<file path="config.mk">
export PLATFORM = sky130hd
export DESIGN_NAME = operand_loader
export DESIGN_NICKNAME = d
export VERILOG_FILES = /design/src/rtl/operand_loader.sv
export SDC_FILE = /design/constraint.sdc
export NUM_CORES = 1
export LEC_CHECK = 0
export ABC_AREA = 1
export BUFFER_PORTS_ARGS = -buffer_cell sky130_fd_sc_hd__buf_2
export CAP_MARGIN = 20
export CORE_MARGIN = 4
export CORE_UTILIZATION = 34
export CTS_BUF_LIST = sky130_fd_sc_hd__clkbuf_4
export DETAILED_ROUTE_END_ITERATION = 7
export HOLD_SLACK_MARGIN = 0.02
export PLACE_DENSITY = 0.5
export SLEW_MARGIN = 15
export SYNTH_ARGS = -nofsm -noshare
export SYNTH_HDL_FRONTEND = slang
export SYNTH_SLANG_ARGS = --single-unit
</file>
<file path="constraint.sdc">
create_clock -name clk -period 1.95 [get_ports clk]
set_input_delay 0.0975 -clock clk [delete_from_list [all_inputs] [get_ports clk]]
set_output_delay 0.0975 -clock clk [all_outputs]
set_load 0.1 [all_outputs]
</file>
<file path="src/rtl/operand_loader.sv">
// Byte-serial operand entry for the 32-bit add/sub stage.
// Two debounced buttons step bytes into two registered operands.
module operand_loader #(
    parameter int DEBOUNCE_CYCLES = 1_000_000,
    parameter int CNT_W           = 20
) (
    input  logic        clk,
    input  logic        rst,
    input  logic [7:0]  sw,
    input  logic        btn_load,
    input  logic        btn_clear,
    output logic [31:0] operand1,
    output logic [31:0] operand2,
    output logic [1:0]  counter,
    output logic        fstorsnd,
    output logic        done,
    output logic        load_ack
);

    localparam logic [1:0] S_LOAD_A = 2'd0;
    localparam logic [1:0] S_LOAD_B = 2'd1;
    localparam logic [1:0] S_DONE   = 2'd2;

    localparam logic [CNT_W-1:0] CNT_LAST = CNT_W'(DEBOUNCE_CYCLES - 1);

    // Bit 0 = load button, bit 1 = clear button.
    logic [1:0]            sync1_q;
    logic [1:0]            sync2_q;
    logic [1:0]            db_q;
    logic [1:0]            db_prev_q;
    logic [1:0][CNT_W-1:0] dcnt_q;

    logic load_p;
    logic clear_p;

    logic [1:0]  state_q, state_d;
    logic [31:0] op1_q, op1_d;
    logic [31:0] op2_q, op2_d;
    logic [1:0]  cnt_q, cnt_d;
    logic        fst_q, fst_d;
    logic        done_q, done_d;
    logic        ack_q, ack_d;

    always_ff @(posedge clk) begin
        if (rst) begin
            sync1_q   <= '0;
            sync2_q   <= '0;
            db_q      <= '0;
            db_prev_q <= '0;
            dcnt_q    <= '0;
        end else begin
            sync1_q   <= {btn_clear, btn_load};
            sync2_q   <= sync1_q;
            db_prev_q <= db_q;
            for (int i = 0; i < 2; i++) begin
                if (sync2_q[i] == db_q[i]) begin
                    dcnt_q[i] <= '0;
                end else if (dcnt_q[i] == CNT_LAST) begin
                    db_q[i]   <= sync2_q[i];
                    dcnt_q[i] <= '0;
                end else begin
                    dcnt_q[i] <= dcnt_q[i] + 1'b1;
                end
            end
        end
    end

    assign load_p  = db_q[0] & ~db_prev_q[0];
    assign clear_p = db_q[1] & ~db_prev_q[1];

    always_comb begin
        state_d = state_q;
        op1_d   = op1_q;
        op2_d   = op2_q;
        cnt_d   = cnt_q;
        fst_d   = fst_q;
        done_d  = done_q;
        ack_d   = 1'b0;
        if (clear_p) begin
            state_d = S_LOAD_A;
            op1_d   = '0;
            op2_d   = '0;
            cnt_d   = '0;
            fst_d   = 1'b0;
            done_d  = 1'b0;
        end else if (load_p && (state_q == S_LOAD_A)) begin
            op1_d[{cnt_q, 3'b000} +: 8] = sw;
            cnt_d = cnt_q + 1'b1;
            ack_d = 1'b1;
            if (cnt_q == 2'd3) begin
                fst_d   = 1'b1;
                state_d = S_LOAD_B;
            end
        end else if (load_p && (state_q == S_LOAD_B)) begin
            op2_d[{cnt_q, 3'b000} +: 8] = sw;
            cnt_d = cnt_q + 1'b1;
            ack_d = 1'b1;
            if (cnt_q == 2'd3) begin
                done_d  = 1'b1;
                state_d = S_DONE;
            end
        end
    end

    always_ff @(posedge clk) begin
        if (rst) begin
            state_q <= S_LOAD_A;
            op1_q   <= '0;
            op2_q   <= '0;
            cnt_q   <= '0;
            fst_q   <= 1'b0;
            done_q  <= 1'b0;
            ack_q   <= 1'b0;
        end else begin
            state_q <= state_d;
            op1_q   <= op1_d;
            op2_q   <= op2_d;
            cnt_q   <= cnt_d;
            fst_q   <= fst_d;
            done_q  <= done_d;
            ack_q   <= ack_d;
        end
    end

    assign operand1 = op1_q;
    assign operand2 = op2_q;
    assign counter  = cnt_q;
    assign fstorsnd = fst_q;
    assign done     = done_q;
    assign load_ack = ack_q;

endmodule

</file>
==> reports/metrics.cfg <==
[routing]
ant_nets = 0
drt-total-wl_um = 14100
drc_errors = 0
vias = 4941
viasPerCell = 4.87
first_iter_violations = 308
drt_pass1_iterations = 5
wl_per_cell_um = 13.9

[worst_setup_path]
crit_arrival_ns = 2.25
reg2reg_to = operand1[27]
worstSetupPathType = reg -> reg
critPathMaxFanout = 8
required_ns = 2.43
startpoint_type = flip-flop
worst_setup_path_end_kind = flip-flop
r2r_start = counter[0]
rr_worst_depth = 6
reg2reg_setup_slack_ns = 0.18

[yosys]
synth_edf_count = 0
synth_cells = 713
synth.net_count = 732
synth_area_leaders = dfxtp_1 (45%), nand2_1 (11%), nor2_1 (8.4%)
synth_flop_cell = dfxtp_1
synth.avg_cell_area_um2 = 7.37
ys_top_cells_by_count = nand2_1 (151), dfxtp_1 (119), nor2_1 (118)
synth-seq-cells = 119
yosysTopAreaCell = dfxtp_1
synth_cell_types = 30
yosysMostFrequentCell = nand2_1
async_reset_ff_share_pct = 0
synth-warning-count = 0
synth_top_area_share_pct = 45.4
yosysSeqAreaShare_pct = 45.4
netlist_area_um2 = 5250

[clock_network]
cts_tree = yes
numCtsBuffers = 17
clock_sinks = 119
htree_levels = 4
worstSkewPairLatency_ns = 0.55
root_buffer = clkbuf_4
path_clk_slew_ns = 0.11
cts.path.max_buffers = 2

[worst_hold_path]
hold_end = sync2_q[1]
worstHoldStart = rst
whs_path_depth = 3
hp-class = in -> reg

[sta]
slew_headroom_pct = 61.8
fmax_mhz = 564
setup_tns_ns = 0
period_needed_ns = 1.77
hold_viol_final = 0
worst_pin_slew_ns = 0.571
fin_skew_ns = 0.0217
min_period_over_period_pct = 90.9
final_max_slew_viol_count = 0
setup_viol = 0
grt_setup_unrepaired = false

[grt]
antenna_found_initial = 0
grt_max_degree = 23
grt_pass1_wl_um = 23500
overflow = 0
grt_usage_pct = 16.6
grt_pass1_vias = 4668

[place]
dp_hpwl_um = 10400
placed_cell_area_um2 = 5870
dp.cells = 968
gp_congestion = 0.856
port_buffers = 80

[floorplan]
ios = 81
row_count = 45
die-area_um2 = 17500
initial_core_util_pct = 34.7
core_area_um2 = 15100
die_y_um = 132
fp.dieW_um = 132

[layout]
syn_to_final_growth_pct = 19.3
drive_gt1_share_pct = 18.2
nets = 832
num-fill-cells = 1597
diodes = 0
stdcell_count = 1014
fin_area_um2 = 6260

[pwr]
power_frac_clock_pct = 38.9
p_int_mw = 3.13
p_switching_mw = 1.04
p_seq_share_pct = 58.4
leakagePower_nw = 2.30
combPwrFrac_pct = 2.8
switching_share_pct = 25.0
ir_drop_uv = 252
power.density_nw_per_um2 = 666

[flow_run]
cap_violations = 0

[outcome]
status = finished, final reports clean

## per-stage QoR
stage / power, mW / worst slack [ns] / hold slack (ns) / utilization (%)
floorplan: 2.53 / 0.103 / 0.169 / -
global placement: 2.58 / 0.211 / 0.306 / 38.8
detailed placement: 2.58 / 0.0802 / 0.310 / 38.8
CTS: 4.24 / 0.0545 / 0.277 / 41.3
global route: 4.36 / 0.0308 / 0.351 / 41.3
finish: 4.17 / 0.178 / 0.335 / 41.3
## worst max-delay path by stage
stage	from	to	cells after the start
global placement	counter[0]	operand2[20]	6
CTS	counter[0]	operand2[22]	6
detailed placement	counter[0]	operand2[22]	6
floorplan	counter[0]	operand1[3]	6
finish	counter[0]	operand1[27]	6
global route	counter[0]	operand2[27]	6
## layout make-up
cell class / instances / area [um^2] / share of cell area, %
well taps: 188 / 235 / 3.76
multi-input cells: 512 / 2500 / 39.9
inverters: 55 / 206 / 3.30
clock buffers: 19 / 143 / 2.28
clock inverters: 13 / 109 / 1.74
flip-flops and latches: 119 / 2390 / 38.2
repair buffers: 108 / 681 / 10.9
## routing by layer
| layer | routed length (um) | global-route usage (%) | up-vias | share of wire, % |
|---|---|---|---|---|
| met4 | 211 | 6.24 | 0 | 1.5 |
| li1 | - | - | 2532 | - |
| met1 | 6360 | 20.8 | 2260 | 45 |
| met2 | 6570 | 26.8 | 132 | 47 |
| met3 | 962 | 5.34 | 17 | 6.8 |
| met5 | 0 | 0 | - | 0 |
## sequential cells by signal (all words and copies together), names as in the netlist, 2 cells and up
name and flops:
dcnt_q 40, operand1 32, operand2 32, counter 2, db_prev_q 2, db_q 2
state_q 2, sync1_q 2, sync2_q 2
## repair_timing
action / 4_1_cts / 5_1_grt
gates resized for setup: 0 / 0
endpoints found under the hold margin: 72 / 0
buffers inserted: 0 / 1
hold buffers: 13 / 0
endpoints found under the setup margin: 0 / 16
## cells by family after synthesis
kind of cell / count (synthesis) / share of synthesized area [%]
buffers and inverters: 82 / 7.20
DFF: 119 / 45.4
xor gates and xnor gates: 19 / 3.17
adders and majority gates: 7 / 1.67
and+or+nand+nor: 387 / 32.8
AOI/OAI and AO/OA: 99 / 9.82
## power groups by stage
stage          logic, mW  clock network [mW]  registers (mW)
5_1_grt            0.127                1.80            2.44
3_3_place_gp      0.0940                   0            2.49
2_1_floorplan     0.0414                   0            2.49
4_1_cts            0.115                1.69            2.43
3_5_place_dp      0.0949                   0            2.49
6_report           0.115                1.62            2.43
## layout by cell type (no fill, tap or decap), types with 2 or more instances in the layout
cell,synthesis,final
a21oi_1,84,84
a21oi_2,3,3
buf_4,0,12
dfxtp_1,119,117
inv_1,50,50
buf_12,0,3
clkinv_2,0,6
o21bai_1,2,2
clkinvlp_4,0,3
clkbuf_4,0,19
xnor2_1,6,6
nand3_1,73,73
nand3b_1,6,6
clkinv_4,0,3
dlygate4sd3_1,0,13
nor3_1,2,2
nor2_2,2,2
xor2_1,13,13
buf_2,8,80
nand4_1,23,23
nor2_8,2,2
o21ai_0,9,9
nand2_2,2,2
nor2_1,118,118
ha_1,7,7
or2_2,2,2
inv_2,5,5
dfxtp_4,0,2
nand2_1,151,151
## worst max-delay path, cell delays in order (launching register included)
cell and delay, ns:
dfxtp_4 0.41, inv_2 0.09, ha_1 0.39, or2_1 0.36, nor2_1 0.20, nand3_1 0.10
a21oi_1 0.14
Power figures use the tool's default switching activity.
